`src/rtl/gpu_fb_pkg.sv`:
```
// Shared framebuffer-writer definitions: screen geometry defaults, write FSM states,
// and the linear address / saturating counter helpers.
package gpu_fb_pkg;

  localparam int DEF_SCREEN_W = 640;
  localparam int DEF_SCREEN_H = 480;
  localparam int DEF_ADDR_W   = 19;
  localparam int DEF_COLOR_W  = 16;

  typedef enum logic {
    WR_IDLE  = 1'b0,
    WR_WRITE = 1'b1
  } wr_state_e;

  // Row-major linear address; the caller truncates to its framebuffer address width.
  function automatic logic [31:0] fb_addr(input logic [15:0] x, input logic [15:0] y,
                                          input int unsigned w);
    return 32'(y) * 32'(w) + 32'(x);
  endfunction

  function automatic logic [31:0] sat_inc32(input logic [31:0] v);
    return (v == 32'hFFFF_FFFF) ? v : v + 32'd1;
  endfunction

endpackage

```
`src/rtl/fb_wr_fifo.sv`:
```
// Small synchronous write buffer holding {address, colour} entries between the
// clip stage and the memory write FSM.
module fb_wr_fifo #(
  parameter int DEPTH = 4,
  parameter int WIDTH = 35
) (
  input  logic             clk,
  input  logic             rst_n,
  input  logic             push,
  input  logic [WIDTH-1:0] wdata,
  input  logic             pop,
  output logic [WIDTH-1:0] rdata,
  output logic             full,
  output logic             empty
);

  localparam int PTR_W = (DEPTH > 1) ? $clog2(DEPTH) : 1;

  logic [WIDTH-1:0] mem_q [DEPTH];
  logic [WIDTH-1:0] mem_d [DEPTH];
  logic [PTR_W-1:0] wr_ptr_q, wr_ptr_d;
  logic [PTR_W-1:0] rd_ptr_q, rd_ptr_d;
  logic [PTR_W:0]   count_q, count_d;
  logic             push_ok;
  logic             pop_ok;

  assign full    = (count_q == (PTR_W+1)'(DEPTH));
  assign empty   = (count_q == '0);
  assign rdata   = mem_q[rd_ptr_q];
  assign push_ok = push & ~full;
  assign pop_ok  = pop & ~empty;

  always_comb begin
    mem_d    = mem_q;
    wr_ptr_d = wr_ptr_q;
    rd_ptr_d = rd_ptr_q;
    count_d  = count_q;
    if (push_ok) begin
      mem_d[wr_ptr_q] = wdata;
      wr_ptr_d        = wr_ptr_q + 1'b1;
    end
    if (pop_ok) begin
      rd_ptr_d = rd_ptr_q + 1'b1;
    end
    // Simultaneous push and pop leaves the occupancy unchanged.
    case ({push_ok, pop_ok})
      2'b10:   count_d = count_q + 1'b1;
      2'b01:   count_d = count_q - 1'b1;
      default: count_d = count_q;
    endcase
  end

  always_ff @(posedge clk or negedge rst_n) begin
    if (!rst_n) begin
      for (int i = 0; i < DEPTH; i++) mem_q[i] <= '0;
      wr_ptr_q <= '0;
      rd_ptr_q <= '0;
      count_q  <= '0;
    end else begin
      mem_q    <= mem_d;
      wr_ptr_q <= wr_ptr_d;
      rd_ptr_q <= rd_ptr_d;
      count_q  <= count_d;
    end
  end

endmodule

```
`src/rtl/fragment_fb_writer.sv`:
```
// Rasterizer fragment sink: clips to the screen, buffers {addr,colour} writes and drives
// single-beat framebuffer writes over req/ack, pulsing done once a triangle is fully written.
module fragment_fb_writer
  import gpu_fb_pkg::*;
#(
  parameter int SCREEN_W   = DEF_SCREEN_W,
  parameter int SCREEN_H   = DEF_SCREEN_H,
  parameter int ADDR_W     = DEF_ADDR_W,
  parameter int COLOR_W    = DEF_COLOR_W,
  parameter int FIFO_DEPTH = 4
) (
  input  logic               clk,
  input  logic               rst_n,
  input  logic               start,
  input  logic               pix_valid,
  output logic               pix_ready,
  input  logic [15:0]        pix_x,
  input  logic [15:0]        pix_y,
  input  logic [COLOR_W-1:0] pix_color,
  input  logic               raster_done,
  output logic               mem_wr_req,
  output logic [ADDR_W-1:0]  mem_wr_addr,
  output logic [COLOR_W-1:0] mem_wr_data,
  input  logic               mem_wr_ack,
  output logic               done,
  output logic [31:0]        pix_written,
  output logic [31:0]        pix_clipped
);

  localparam int ENTRY_W = ADDR_W + COLOR_W;

  wr_state_e          state_q, state_d;
  logic               req_q, req_d;
  logic [ADDR_W-1:0]  addr_q, addr_d;
  logic [COLOR_W-1:0] data_q, data_d;
  logic               ready_en_q, ready_en_d;
  logic               pending_q, pending_d;
  logic [31:0]        written_q, written_d;
  logic [31:0]        clipped_q, clipped_d;

  logic               fifo_full;
  logic               fifo_empty;
  logic               fifo_pop;
  logic               fifo_push;
  logic [ENTRY_W-1:0] fifo_wdata;
  logic [ENTRY_W-1:0] fifo_rdata;
  logic               accept;
  logic               clip;
  logic               wr_evt;
  logic               done_now;

  // Held low through reset and the first clock after it so the source sees a clean start.
  assign pix_ready  = ready_en_q & ~fifo_full;
  assign accept     = pix_valid & pix_ready;
  assign clip       = (32'(pix_x) >= 32'(SCREEN_W)) | (32'(pix_y) >= 32'(SCREEN_H));
  assign fifo_push  = accept & ~clip;
  assign fifo_wdata = {ADDR_W'(fb_addr(pix_x, pix_y, SCREEN_W)), pix_color};
  assign wr_evt     = (state_q == WR_WRITE) & mem_wr_ack;

  fb_wr_fifo #(
    .DEPTH (FIFO_DEPTH),
    .WIDTH (ENTRY_W)
  ) u_fifo (
    .clk   (clk),
    .rst_n (rst_n),
    .push  (fifo_push),
    .wdata (fifo_wdata),
    .pop   (fifo_pop),
    .rdata (fifo_rdata),
    .full  (fifo_full),
    .empty (fifo_empty)
  );

  always_comb begin
    state_d  = state_q;
    req_d    = req_q;
    addr_d   = addr_q;
    data_d   = data_q;
    fifo_pop = 1'b0;
    case (state_q)
      WR_IDLE: begin
        if (!fifo_empty) begin
          fifo_pop         = 1'b1;
          {addr_d, data_d} = fifo_rdata;
          req_d            = 1'b1;
          state_d          = WR_WRITE;
        end
      end
      WR_WRITE: begin
        // Chain straight into the next entry on ack so a held ack gives one write per cycle.
        if (mem_wr_ack) begin
          if (!fifo_empty) begin
            fifo_pop         = 1'b1;
            {addr_d, data_d} = fifo_rdata;
          end else begin
            req_d   = 1'b0;
            state_d = WR_IDLE;
          end
        end
      end
      default: begin
        req_d   = 1'b0;
        state_d = WR_IDLE;
      end
    endcase
  end

  always_comb begin
    ready_en_d = 1'b1;
    done_now   = pending_q & fifo_empty & (state_q == WR_IDLE) & ~accept;
    pending_d  = start ? raster_done : (raster_done | (pending_q & ~done_now));
    written_d  = start ? 32'd0 : written_q;
    clipped_d  = start ? 32'd0 : clipped_q;
    // The start clear is applied before this cycle's events so they still count.
    if (wr_evt) written_d = sat_inc32(written_d);
    if (accept && clip) clipped_d = sat_inc32(clipped_d);
  end

  always_ff @(posedge clk or negedge rst_n) begin
    if (!rst_n) begin
      state_q    <= WR_IDLE;
      req_q      <= 1'b0;
      addr_q     <= '0;
      data_q     <= '0;
      ready_en_q <= 1'b0;
      pending_q  <= 1'b0;
      written_q  <= '0;
      clipped_q  <= '0;
    end else begin
      state_q    <= state_d;
      req_q      <= req_d;
      addr_q     <= addr_d;
      data_q     <= data_d;
      ready_en_q <= ready_en_d;
      pending_q  <= pending_d;
      written_q  <= written_d;
      clipped_q  <= clipped_d;
    end
  end

  assign mem_wr_req  = req_q;
  assign mem_wr_addr = addr_q;
  assign mem_wr_data = data_q;
  assign done        = done_now;
  assign pix_written = written_q;
  assign pix_clipped = clipped_q;

endmodule

```
`config.mk`:
```
export PLATFORM = sky130hd
export DESIGN_NAME = fragment_fb_writer
export DESIGN_NICKNAME = d
export VERILOG_FILES = /design/src/rtl/gpu_fb_pkg.sv /design/src/rtl/fb_wr_fifo.sv /design/src/rtl/fragment_fb_writer.sv
export SDC_FILE = /design/constraint.sdc
export NUM_CORES = 1
export LEC_CHECK = 0
export BUFFER_PORTS_ARGS = -buffer_cell sky130_fd_sc_hd__clkbuf_2
export CAP_MARGIN = 30
export CORE_MARGIN = 2
export CORE_UTILIZATION = 44
export CTS_BUF_LIST = sky130_fd_sc_hd__clkbuf_16
export DETAILED_ROUTE_END_ITERATION = 12
export GPL_TIMING_DRIVEN = 1
export SLEW_MARGIN = 30
export SYNTH_ARGS = -nofsm -noshare
export SYNTH_HDL_FRONTEND = slang
export SYNTH_SLANG_ARGS = --single-unit
```
`constraint.sdc`:
```
create_clock -name clk -period 2.6 [get_ports clk]
set_input_delay 0.39 -clock clk [delete_from_list [all_inputs] [get_ports clk]]
set_output_delay 0.39 -clock clk [all_outputs]
set_load 0.02 [all_outputs]
```
---- After elaboration in Yosys (flattened, before gate mapping) ----
Index checks and enable logic that the tools add are counted.
storage, ports and cells
  register bits after elaboration ......... 250
  input bits .............................. 54
  output and inout bits ................... 102
cells by class
  add/sub/neg operators ................... 7
  multipliers ............................. 1
  order comparisons ....................... 5
  equal/unequal tests ..................... 8
  mux-type cells .......................... 29
  bitwise logic cells ..................... 20
  reductions and logical operators ........ 5
operators by type and width
  operator               number
  $mux 32                6
  $bwmux 140             1
  $mux 35                3
  $bmux 35 s2            1
  $demux 35 s2           1
  $add 32x1->32 const B  2
  $eq 32x32->1 const B   2
  $mux 19                2
  $pmux 19 s2            1
  $mux 16                2
  $pmux 16 s2            1
  $add 19x16->19         1
  $ge 16x10->1 const B   1
  $ge 16x9->1 const B    1
  $mul 16x3->12 const B  1
  $and 1x1->1            10
  $mux 1                 7
  $ge 3x3->1 const B     2
  $not 1->1              6
  $not 2->3              2
  $pmux 1 s2             3
  $pmux 3 s2             1
  $add 2x1->2 const B    2
  $ne 2x2->1 const B     2
  12 further kinds       14

---- Longest topological paths before layout ----
  word-level depth ........................ 10
  gate-level depth with buffers ........... 14
  mapped depth without buffers ............ 14

---- Hierarchy ----
Synthesis repeated with hierarchy kept, for this count alone.
unflattened totals
  cells, all modules ...................... 969
  area total of the unflattened synthesis .. 12451.9 sq um
modules (own cells, without submodules)
  module              instances  cells an instance  area an instance (sq um)  sequential area each (sq um)
  fb_wr_fifo          1          375                6488.7                    3678.5
  fragment_fb_writer  1          594                5963.2                    2577.5

---- Worst setup path before layout ----
No wires, ideal clock.
  path kind ............................... input port to flip-flop
  start ................................... input port pix_y[1]
  end ..................................... register u_fifo.mem_q[34] in the netlist's numbering
  library setup time ...................... 0.131 ns
  arrival time ............................ 2.842 ns
  data required time ...................... 2.469 ns
  slack ................................... -0.373 ns
  stages on the path ...................... 14
  buffers on the path ..................... 0
  cells stage by stage .................... ha_1 -> ha_1 -> inv_1 -> fa_1 -> nor2b_1 -> o31a_1 -> a21oi_1 -> ha_1 -> nand2_1 -> o21ai_0 -> a21boi_0 -> nand4_1 -> xnor2_2 -> o21ai_1
on the way
  cells in the longest elaborated chain, start to end .. 5
  elaborated cells between the ends (all ways) .. 8
  those cells by class .................... 1 x add/sub; 1 x mul; 1 x order compare; 1 x mux; 4 x bitwise
ends and longest elaborated chain
  element                                                 RTL line                  source
  from (decl)                                             fragment_fb_writer.sv:18  input logic [15:0] pix_y,
  branches (longest 5 deep; another with $add 19x16->19)  --
  to (signal assigned)                                    fb_wr_fifo.sv:60          mem_q <= mem_d;
  to (decl)                                               fb_wr_fifo.sv:19          logic [WIDTH-1:0] mem_q [DEPTH];
Several ways; the timed one is not identified.
A chain may end at the register's enable or synchronous reset.

---- Worst setup path after layout ----
  start ................................... input port pix_y[2]
  end ..................................... register u_fifo.mem_q[102] in the netlist's numbering
Same word-level chain as after synthesis.

==> reports/metrics.csv <==
stage,metric,value,unit
sta,fin_crit_sh,96.6,%
layout,final_nets,1389,
clock_tree,cts_root_buf,clkbuf_16,
run_status,status,finished clean,
sta,min_period,2.51,ns
route,drt_iter0_drc,561,
grt,grt_max_degree,72,
route,drc,0,
grt,grt_overflow,0,
route,viasPerCell,5.22,
sta,worst_pin_slew,0.598,ns
sta,skew,0.0205,ns
power,power_frac_clock,36.8,%
layout,ff_latch_area,6260,µm²
grt,grtUsageMet3,3.58,%
setup_path,cp_cell_sequence,"buf_4, ha_4, ha_4, a211oi_2, o21bai_1, a21oi_1, xnor2_1, ha_1, a21oi_2, nor3b_4, a21boi_4, xnor2_2, mux2_2",
synthesis,ys_ff_latch,250,
power,p_seq_share,42.8,%
synthesis,synthCells,1073,
power,power.internal,6.80,mW
route,drtAntennaViolNets,0,
place,place_ws,-0.577,ns
hold_path,hold_class,input pin to flip-flop,
synthesis,avgSynthCellArea,11.3,µm²
setup_path,critical_path.endpoint_type,flip-flop,
setup_path,crit_top_cell,ha_4,
sta,finalSetupViolCount,0,
power,pwr-share-comb,20.4,%
synthesis,yosysUniqueCellTypes,69,
grt,gr-usage-met1,26.8,%
synthesis,synth_edf_count,0,
grt,grt_busiest_layer,met2,
setup_path,crit_required,3.03,ns
layout,fill_cells,2372,
setup_path,cpMaxStageDelayCell,ha_1,
power,max-vdd-ir-drop,459,µV
clock_tree,cts_tree,built,
sta,hold_violations,0,
sta,worst_slack,0.0876,ns
die,start_util,45.0,%
layout,multiInputGateArea,5820,µm²
die,row_count,60,
grt,antenna_found_initial,1,
place,port_buffers,155,
grt,use_met2,32.1,%
die,core,27000,µm²
setup_path,slowest_delay,0.28,ns
power,leakage,7.45,nW
power,powerDensity,635,nW/µm²
grt,grt_pass1_vias,8772,
sta,slew_headroom,60.1,%
grt,grt_usage,19.4,%
synthesis,synth-seq-area-share,51.5,%
synthesis,yosys_warnings,0,
clock_tree,htree_num_levels,1,
clock_tree,clockBufferDepth,3,
synthesis,ys_async_sr_fraction,100,%
setup_path,crit_fanout,4,
die,die-area,29000,µm²
clock_tree,clock_latency,0.54,ns
place,post-dp-hpwl,18400,µm
setup_path,path_class,input pin to flip-flop,
run,timing.max_cap.violations,0,
setup_path,crit_family,compound AO/OA/AOI/OAI gates,
die,die_height,170,µm
setup_path,arrival,2.94,ns
setup_path,critPathBufInv,1,
die,io-pin-count,156,
clock_tree,cts_made_buffers,28,
sta,fmax,0.398,GHz
route,wire_per_inst,16.5,µm
place,place.gp.congestion,0.792,
setup_path,critPathLaunchType,input pin,
layout,final_util,55.1,%
route,routed_wl,27400,µm
layout,layout-drive-gt1-share,34.3,%
power,switching_share,28.1,%
layout,final_cell_area,14900,µm²
die,die_w,170,µm
synthesis,syn_area,12200,µm²
route,num_vias,8672,
synthesis,syn-num-nets,1164,
route,dr.pass1.iters,4,
power,p_switching,2.66,mW
synthesis,synthFlopType,dfrtp_1,
clock_tree,path_clk_slew,0.06,ns
place,place_area,13900,µm²
layout,area_growth,22.6,%
clock_tree,clock_sinks,250,
sta,slew_viol_final,0,
grt,grt_pass1_wl,45300,µm
==> layout make-up <==
type                            instances  share of cell area [%]
Antenna cell                            1                  0.0168
Clock buffer                           28                    4.70
Clock inverter                         23                   0.697
Inverter                               19                   0.479
Multi-Input combinational cell        759                    39.1
Sequential cell                       250                    42.0
Tap cell                              341                    2.86
Timing Repair Buffer                  240                    10.2
==> per-layer routing <==
metal	vias up	routed length (µm)
met5	-	0
met3	32	1160
met1	4318	12900
met2	146	12900
li1	4176	-
met4	0	448
==> logic make-up after synthesis <==
family          share of synthesized area [%]
simple gates                             17.2
other cells                            0.0309
mux                                      15.2
fa+ha+maj                                3.99
compound gates                           4.60
buf+inv                                  2.17
flops                                    51.5
xor+xnor                                 5.39
==> cells in the final DEF (no fill, tap or decap), types with 8 or more instances in the layout <==
cell type  instances
or3_1              9
nand2b_1           8
nand3_1           16
xnor2_1           39
xor2_1            32
o21ai_0           44
ha_1              27
nor2_1            59
a21oi_1           13
mux2_2            93
clkbuf_16         28
clkinv_1          11
nor2b_1           15
inv_1             26
nand2_1          221
clkbuf_2         151
o21ai_1           10
nand4_1           25
mux4_2            35
buf_4             79
dfrtp_1          249
nor3_1             8
==> cells in the mapped netlist, types with 5 or more instances <==
master,instances,area share [%]
a21oi_1,17,0.70
and3_1,5,0.26
buf_2,10,0.41
clkbuf_1,29,0.90
dfrtp_1,250,51
ha_1,34,3.5
inv_1,19,0.59
mux2_2,93,8.6
mux4_2,35,6.5
nand2_1,221,6.8
nand2b_1,8,0.41
nand3_1,18,0.74
nand4_1,25,1.3
nor2_1,59,1.8
nor2b_1,16,0.82
nor3_1,9,0.37
nor3_2,6,0.49
nor4_1,5,0.26
o21ai_0,50,2.1
or3_1,9,0.46
xnor2_1,41,3.0
xor2_1,32,2.3
==> worst register-to-register path, delay by kind of cell (launching register included) <==
family | cells | cell delay [ns]
simple gates | 5 | 1.53
fa+ha+maj | 1 | 0.18
compound gates | 1 | 0.15
flops | 1 | 0.43
==> state kept, by name (all words and copies together) (netlist names) <==
register,flops
u_fifo.mem_q,140
mem_wr_data,16
ready_en_q,1
pix_clipped,32
pix_written,32
state_q,1
pending_q,1
mem_wr_req,1
u_fifo.wr_ptr_q,2
mem_wr_addr,19
u_fifo.count_q,3
u_fifo.rd_ptr_q,2
==> through the flow <==
| stage | total power, mW | std cells | hold slack [ns] | TNS, ns |
|---|---|---|---|---|
| 2_1_floorplan | 5.28 | 1073 | 0.0944 | -2.21 |
| 3_3_place_gp | 5.98 | 1604 | 0.402 | -9.39 |
| 3_5_place_dp | 5.99 | 1604 | 0.404 | -10.02 |
| 4_1_cts | 9.52 | 1656 | 0.0281 | 0 |
| 5_1_grt | 9.90 | 1660 | 0.0643 | -0.201 |
| 6_report | 9.46 | 1661 | 0.0484 | 0 |
==> path summary, 6_finish.rpt <==
| path | startpoint | endpoint | slack [ns] | cells after the start |
|---|---|---|---|---|
| hold / removal | raster_done | pending_q$_DFF_PN0_ | 0.05 | 2 |
| setup / recovery | pix_y[2] | u_fifo.mem_q[102]$_DFFE_PN0P_ | 0.09 | 13 |
| max in group asynchronous | rst_n | mem_wr_addr[0]$_DFFE_PN0P_ | 1.43 | 3 |
| hold reg to reg | u_fifo.mem_q[9]$_DFFE_PN0P_ | u_fifo.mem_q[9]$_DFFE_PN0P_ | 0.47 | 2 |
| setup reg to reg | pix_clipped[0]$_DFF_PN0_ | pix_clipped[22]$_DFF_PN0_ | 0.25 | 7 |
| min in group asynchronous | rst_n | pix_clipped[11]$_DFF_PN0_ | 0.40 | 2 |
==> power by group through the flow <==
stage	clock network, mW	registers (mW)	logic [mW]
final	3.48	4.05	1.93
after global routing	3.72	4.06	2.12
after CTS	3.57	4.05	1.89
after detailed placement	0	4.12	1.87
after global placement	0	4.12	1.86
after floorplan	0	4.12	1.17
==> repair_timing <==
item                                    in CTS  in global routing
endpoints found under the hold margin       65                  0
hold buffers                                 1                  0
gates resized for setup                      1                 23
pin swaps                                    1                 12
setup buffers                                0                  4
endpoints found under the setup margin       2                 16
Power figures use the tool's default switching activity.
